===== src/rtl/mem_port_arbiter.sv =====
// mem_port_arbiter: shares one synchronous-read RAM between CPU fetch and load/store ports
// Ports: clk/reset (sync, active-high); i_req/i_addr -> i_gnt/i_valid/i_rdata (fetch);
// d_req/d_addr/d_wdata/d_wstrb -> d_gnt/d_valid/d_rdata (data, wstrb==0 is a load);
// ram_en/ram_addr/ram_we/ram_wdata/ram_rdata drive the single-port RAM macro.
module mem_port_arbiter #(
  parameter int ADDR_W     = 12,
  parameter int STARVE_MAX = 4
) (
  input  logic              clk,
  input  logic              reset,
  input  logic              i_req,
  input  logic [31:0]       i_addr,
  output logic              i_gnt,
  output logic              i_valid,
  output logic [31:0]       i_rdata,
  input  logic              d_req,
  input  logic [31:0]       d_addr,
  input  logic [31:0]       d_wdata,
  input  logic [3:0]        d_wstrb,
  output logic              d_gnt,
  output logic              d_valid,
  output logic [31:0]       d_rdata,
  output logic              ram_en,
  output logic [ADDR_W-1:0] ram_addr,
  output logic [3:0]        ram_we,
  output logic [31:0]       ram_wdata,
  input  logic [31:0]       ram_rdata
);
  localparam int CW = $clog2(STARVE_MAX + 1);
  localparam logic [CW-1:0] SAT = CW'(STARVE_MAX);
  logic [CW-1:0] starve_cnt;
  logic pend_i, pend_d, starved, unused_addr;
  assign starved = starve_cnt == SAT;
  // data wins conflicts unless fetch has lost STARVE_MAX times in a row
  assign i_gnt = !reset & i_req & (!d_req | starved);
  assign d_gnt = !reset & d_req & !(i_req & starved);
  assign ram_en = i_gnt | d_gnt;
  // byte offset and bits above the RAM depth are dropped, so addresses alias
  assign ram_addr = i_gnt ? i_addr[ADDR_W+1:2] : d_addr[ADDR_W+1:2];
  assign ram_we = d_gnt ? d_wstrb : 4'b0;
  assign ram_wdata = d_wdata;
  assign unused_addr = ^{i_addr[31:ADDR_W+2], i_addr[1:0], d_addr[31:ADDR_W+2], d_addr[1:0]};
  // gating by reset kills a response whose grant preceded the reset cycle
  assign i_valid = pend_i & !reset;
  assign d_valid = pend_d & !reset;
  assign i_rdata = ram_rdata;
  assign d_rdata = ram_rdata;
  always_ff @(posedge clk) begin
    if (reset) begin
      pend_i <= 1'b0;
      pend_d <= 1'b0;
      starve_cnt <= '0;
    end else begin
      pend_i <= i_gnt;
      pend_d <= d_gnt;
      starve_cnt <= i_gnt ? '0 : (i_req & d_gnt & !starved) ? starve_cnt + 1'b1 : starve_cnt;
    end
  end
endmodule

===== config.mk =====
export PLATFORM = sky130hd
export DESIGN_NAME = mem_port_arbiter
export DESIGN_NICKNAME = d
export VERILOG_FILES = /design/src/rtl/mem_port_arbiter.sv
export SDC_FILE = /design/constraint.sdc
export NUM_CORES = 1
export LEC_CHECK = 0
export BUFFER_PORTS_ARGS = -buffer_cell sky130_fd_sc_hd__buf_4
export CORE_AREA = 5 5 94 96
export CTS_BUF_LIST = sky130_fd_sc_hd__clkbuf_16
export CTS_CLUSTER_SIZE = 8
export DETAILED_ROUTE_END_ITERATION = 10
export DIE_AREA = 0 0 99 101
export GPL_TIMING_DRIVEN = 0
export SLEW_MARGIN = 40
export SYNTH_ARGS = -nofsm -noshare
export SYNTH_HDL_FRONTEND = slang
export SYNTH_SLANG_ARGS = --single-unit
export TNS_END_PERCENT = 20

===== constraint.sdc =====
create_clock -name clk -period 2 [get_ports clk]
set_input_delay 0.4 -clock clk [delete_from_list [all_inputs] [get_ports clk]]
set_output_delay 0.4 -clock clk [all_outputs]
set_load 0.1 [all_outputs]

======== Word level (Yosys, flattened, before mapping) ========
Index checks and enable logic that the tools add are counted.
word-level totals
  output and inout bits ................... 117
  bits of input ports ..................... 136
  word-level logic and storage cells ...... 23
  register bits ........................... 5
operators by class
  equal/unequal tests ..................... 1
  add/subtract/negate cells ............... 1
  bitwise gates (word level) .............. 11
  reduce and logical (&&, ||, !) cells .... 5
  mux-type cells .......................... 2
operators with widths
  kind                                                            count
  12-bit 2-to-1 mux                                               1
  1-bit AND                                                       9
  1-bit zero test                                                 4
  4-bit 2-to-1 mux                                                1
  3-bit by 1-bit adder with 3-bit output (second input constant)  1
  3-bit == test (second input constant)                           1
  1-bit bitwise OR                                                2
  2-bit OR reduction                                              1

======== Depth between registers and ports, before layout ========
  depth in word-level cells ............... 6
  mapped depth ............................ 6
  depth with buffers taken out ............ 5

======== Least setup slack after synthesis ========
Ideal clock, no wire load.
  path kind ............................... register to output
  from .................................... reg starve_cnt[0]
  to ...................................... out ram_we[0]
  arrival time ............................ 4121 ps
  stages on the path, launching flop included .. 5
  path buffers ............................ 0
  required time ........................... 1600 ps
  path slack .............................. -2521 ps
  cell sequence ........................... dfxtp_1 inv_1 ha_1 a311oi_1 and2_1
on the way
  longest elaborated chain between the ends .. 5
RTL lines
  element                 line  source
  start, declared         31    logic [CW-1:0] starve_cnt;
  start signal, assigned  56    starve_cnt <= i_gnt ? '0 : (i_req & d_gnt & !starved) ? starve_cnt + 1'b1 : starve_cnt;
  3-bit == test           33    assign starved = starve_cnt == SAT;
  1-bit AND               36    assign d_gnt = !reset & d_req & !(i_req & starved);
  1-bit zero test         36
  1-bit AND               36
  named net d_gnt         20    output logic d_gnt,
  4-bit 2-to-1 mux        40    assign ram_we = d_gnt ? d_wstrb : 4'b0;
  end, declared           25    output logic [3:0] ram_we,
The timed path passes the listed nets, and every way through them passes these cells.

======== Worst setup path after layout ========
  from .................................... reg starve_cnt[0]
  to ...................................... out ram_addr[11]
on the way
  longest elaborated chain between the ends .. 4
RTL lines
  element            line  source
  3-bit == test      33
  1-bit bitwise OR   35    assign i_gnt = !reset & i_req & (!d_req | starved);
  1-bit AND          35
  12-bit 2-to-1 mux  39    assign ram_addr = i_gnt ? i_addr[ADDR_W+1:2] : d_addr[ADDR_W+1:2];
  end, declared      24    output logic [ADDR_W-1:0] ram_addr,
Every way passes these cells.

==> flow_summary_export.csv <==
group,metric,value,unit
outcome,outcome,"finished with violations",
outcome,failed_checks,"negative setup slack",
sta,fin_worst_skew,0.000723,ns
grt,grt_pass1_vias,1447,
layout,fin_cells,407,
detailed_routing,avgViaCountPerCell,3.35,
power_and_ir_drop,pwr-share-seq,0.055,
die,coreArea,7970,um^2
sta,relSlewSlack,0.782,
layout,area_growth,139,%
clock_network,clockBufferDepth,2,
power_and_ir_drop,power_frac_comb,0.778,
detailed_routing,drt-initial-drc-count,7,
place,gp_congestion,0.675,
detailed_routing,routedWlPerCell,11.0,um
synthesis,synthArstFlopShare,0,
die,ios,253,
detailed_routing,drcViolationCount,0,
layout,n_antenna_cell,0,
die,die_x,99,um
grt,overflow,0,
worst_setup_path,crit_type,"register to output pin",
synthesis,synth_seq_cells,5,
sta,slew_viol_final,0,
detailed_routing,wl,4490,um
synthesis,ys.flop_type,"dfxtp_1",
power_and_ir_drop,p_switching,0.00113,W
hold_path,hold_path_class,"input pin to register",
power_and_ir_drop,leakagePower,1.55,nW
sta,fin_crit_sh,1.06,
clock_network,cts-hold-fix-buffers,0,
power_and_ir_drop,power.internal,0.000784,W
sta,period_minus_slack,2.12,ns
synthesis,avgSynthCellArea,8.40,um^2
sta,fin_ws,-0.117,ns
synthesis,synth_edf_count,0,
synthesis,synth_top_area_frac,0.600,
worst_setup_path,arrival,1.72,ns
place,numPlacedInstances,395,
clock_network,cts_htree_levels,1,
sta,hold_violations,0,
detailed_routing,first_pass_iters,3,
place,io_buffers,147,
layout,drive_gt1_frac,0.930,
clock_network,clock_sinks,5,
clock_network,clk_pin_slew,0.03,ns
die,die-height,101,um
place,dp_hpwl,4010,um
sta,fmax,472,MHz
sta,final.setup.tns,-1.45,ns
detailed_routing,drtAntennaViolNets,0,
power_and_ir_drop,peakVddDrop,283,uV
synthesis,syn_nets,281,
synthesis,synth_area_leaders,"buf_4, mux2_4, dfxtp_1",
sta,rsz0062_at_grt,"yes",
synthesis,ys_warn_count,0,
power_and_ir_drop,power_density,667,nW/um^2
grt,grt_use_total,0.0756,
sta,setup_viol,17,
clock_network,clk_latency,0.22,ns
die,row_count,33,
worst_setup_path,crit_required,1.60,ns
synthesis,syn_inst,143,
sta,worst_pin_slew,0.327,ns
clock_network,cts_root_buffer,"clkbuf_16",
layout,fillers,780,
place,dpl_worst_slack,-0.141,ns
synthesis,ys_seq_area_frac,0.0833,
grt,antenna_found_initial,0,
clock_network,cts_buffers,3,
synthesis,yosysMostFrequentCell,"buf_4",
worst_setup_path,critPathCaptureType,"output pin",
die,start_util,0.151,
detailed_routing,vias,1363,
die,die_area,10000,um^2
synthesis,synthesis.area,1200,um^2
job,max_cap_violations,0,
grt,grt_first_pass_wirelength,6310,um
synthesis,ys_types,21,
power_and_ir_drop,switching_share,0.590,
power_and_ir_drop,total_power,0.00191,W
layout,layout.nets,441,
clock_network,cts_tree,"done",
power_and_ir_drop,power_frac_clock,0.166,
worst_setup_path,critPathMaxFanout,3,
synthesis,synth_top_area_cell,"buf_4",
synthesis,synthTopCellsByCount,"buf_4, mux2_4, dfxtp_1, a21oi_1, and2_1",
worst_setup_path,start_kind,"register",
grt,grt_max_degree,11,
what timing repair did:
action | 4_1_cts | 5_1_grt
cloned | 1 | 0
resized for setup | 55 | 0
pin swaps | 4 | 1
setup buffers | 7 | 0
setup endpoints to repair | 15 | 18
kinds of logic (layout without fill, tap and decap cells):
group           after synthesis  in the layout  share of synthesized area
mux                          12             12                      0.141
fa+ha+maj                     2              2                     0.0208
flops                         5              5                     0.0833
simple gates                 14             14                     0.0771
compound gates                8              8                     0.0448
buf+inv                     102            261                      0.633
power by group through the flow:
| stage | clock, W | combinational [W] | sequential (W) |
|---|---|---|---|
| 2_1_floorplan | 0 | 0.00116 | 0.000107 |
| 6_report | 0.000318 | 0.00149 | 0.000106 |
| 3_3_place_gp | 0 | 0.00140 | 0.000107 |
| 5_1_grt | 0.000333 | 0.00153 | 0.000106 |
| 4_1_cts | 0.000325 | 0.00150 | 0.000106 |
| 3_5_place_dp | 0 | 0.00141 | 0.000107 |
area by class of cell:
class | instances | area [um^2] | share of cell area
inverter | 4 | 15.0 | 0.00524
sequential | 5 | 103 | 0.0358
clock inverter | 1 | 3.75 | 0.00131
timing repair buffer | 155 | 1390 | 0.485
buffer | 98 | 748 | 0.261
clock buffer | 3 | 75.1 | 0.0262
tap | 105 | 131 | 0.0459
multi-input combinational | 36 | 399 | 0.139
registers in the layout, summed over array words and instances (netlist names):
register,count
pend_d,1
starve_cnt,3
pend_i,1
critical path: stages (launching register included):
cell and delay [ns]:
dfxtp_2 0.31, inv_2 0.07, ha_4 0.15, a21boi_4 0.06
nor3_4 0.17, buf_6 0.14, buf_6 0.11, mux2_4 0.31
buf_12 0.17
cells in the final DEF, fill, tap and decap left out, types with 2 or more instances in the layout:
cell	Yosys	layout
inv_2	1	3
inv_1	3	2
mux2_4	9	12
dfxtp_2	0	2
nand3_1	2	2
nor2b_1	2	2
buf_6	0	3
dfxtp_1	5	3
buf_4	96	232
nand2_1	2	2
clkbuf_16	0	3
and2_4	0	4
a21oi_1	4	4
buf_12	1	16
per-layer routing:
metal | GRT usage | vias to the layer above | share of wire
met3 | 0.0346 | 2 | 0.14
met1 | 0.0674 | 584 | 0.27
met5 | 0 | - | 0
met4 | 0.00630 | 0 | 0.0013
met2 | 0.158 | 99 | 0.59
li1 | - | 678 | -
path summary, 6_finish.rpt:
path	start	end	slack, ns	depth (start not counted)
setup / recovery	starve_cnt[0]	ram_addr[11]	-0.12	8
setup reg to reg	starve_cnt[1]	starve_cnt[2]	0.80	6
hold reg to reg	starve_cnt[1]	starve_cnt[1]	0.49	2
hold / removal	reset	starve_cnt[0]	0.44	2
stage by stage:
step / hold slack [ns] / utilization / area (um^2)
floorplan: 0.452 / - / 1250
global placement: 0.461 / 0.311 / 2480
detailed placement: 0.469 / 0.311 / 2480
CTS: 0.444 / 0.360 / 2870
global route: 0.472 / 0.360 / 2870
finish: 0.442 / 0.360 / 2870
(Power assumes the default switching activity.)
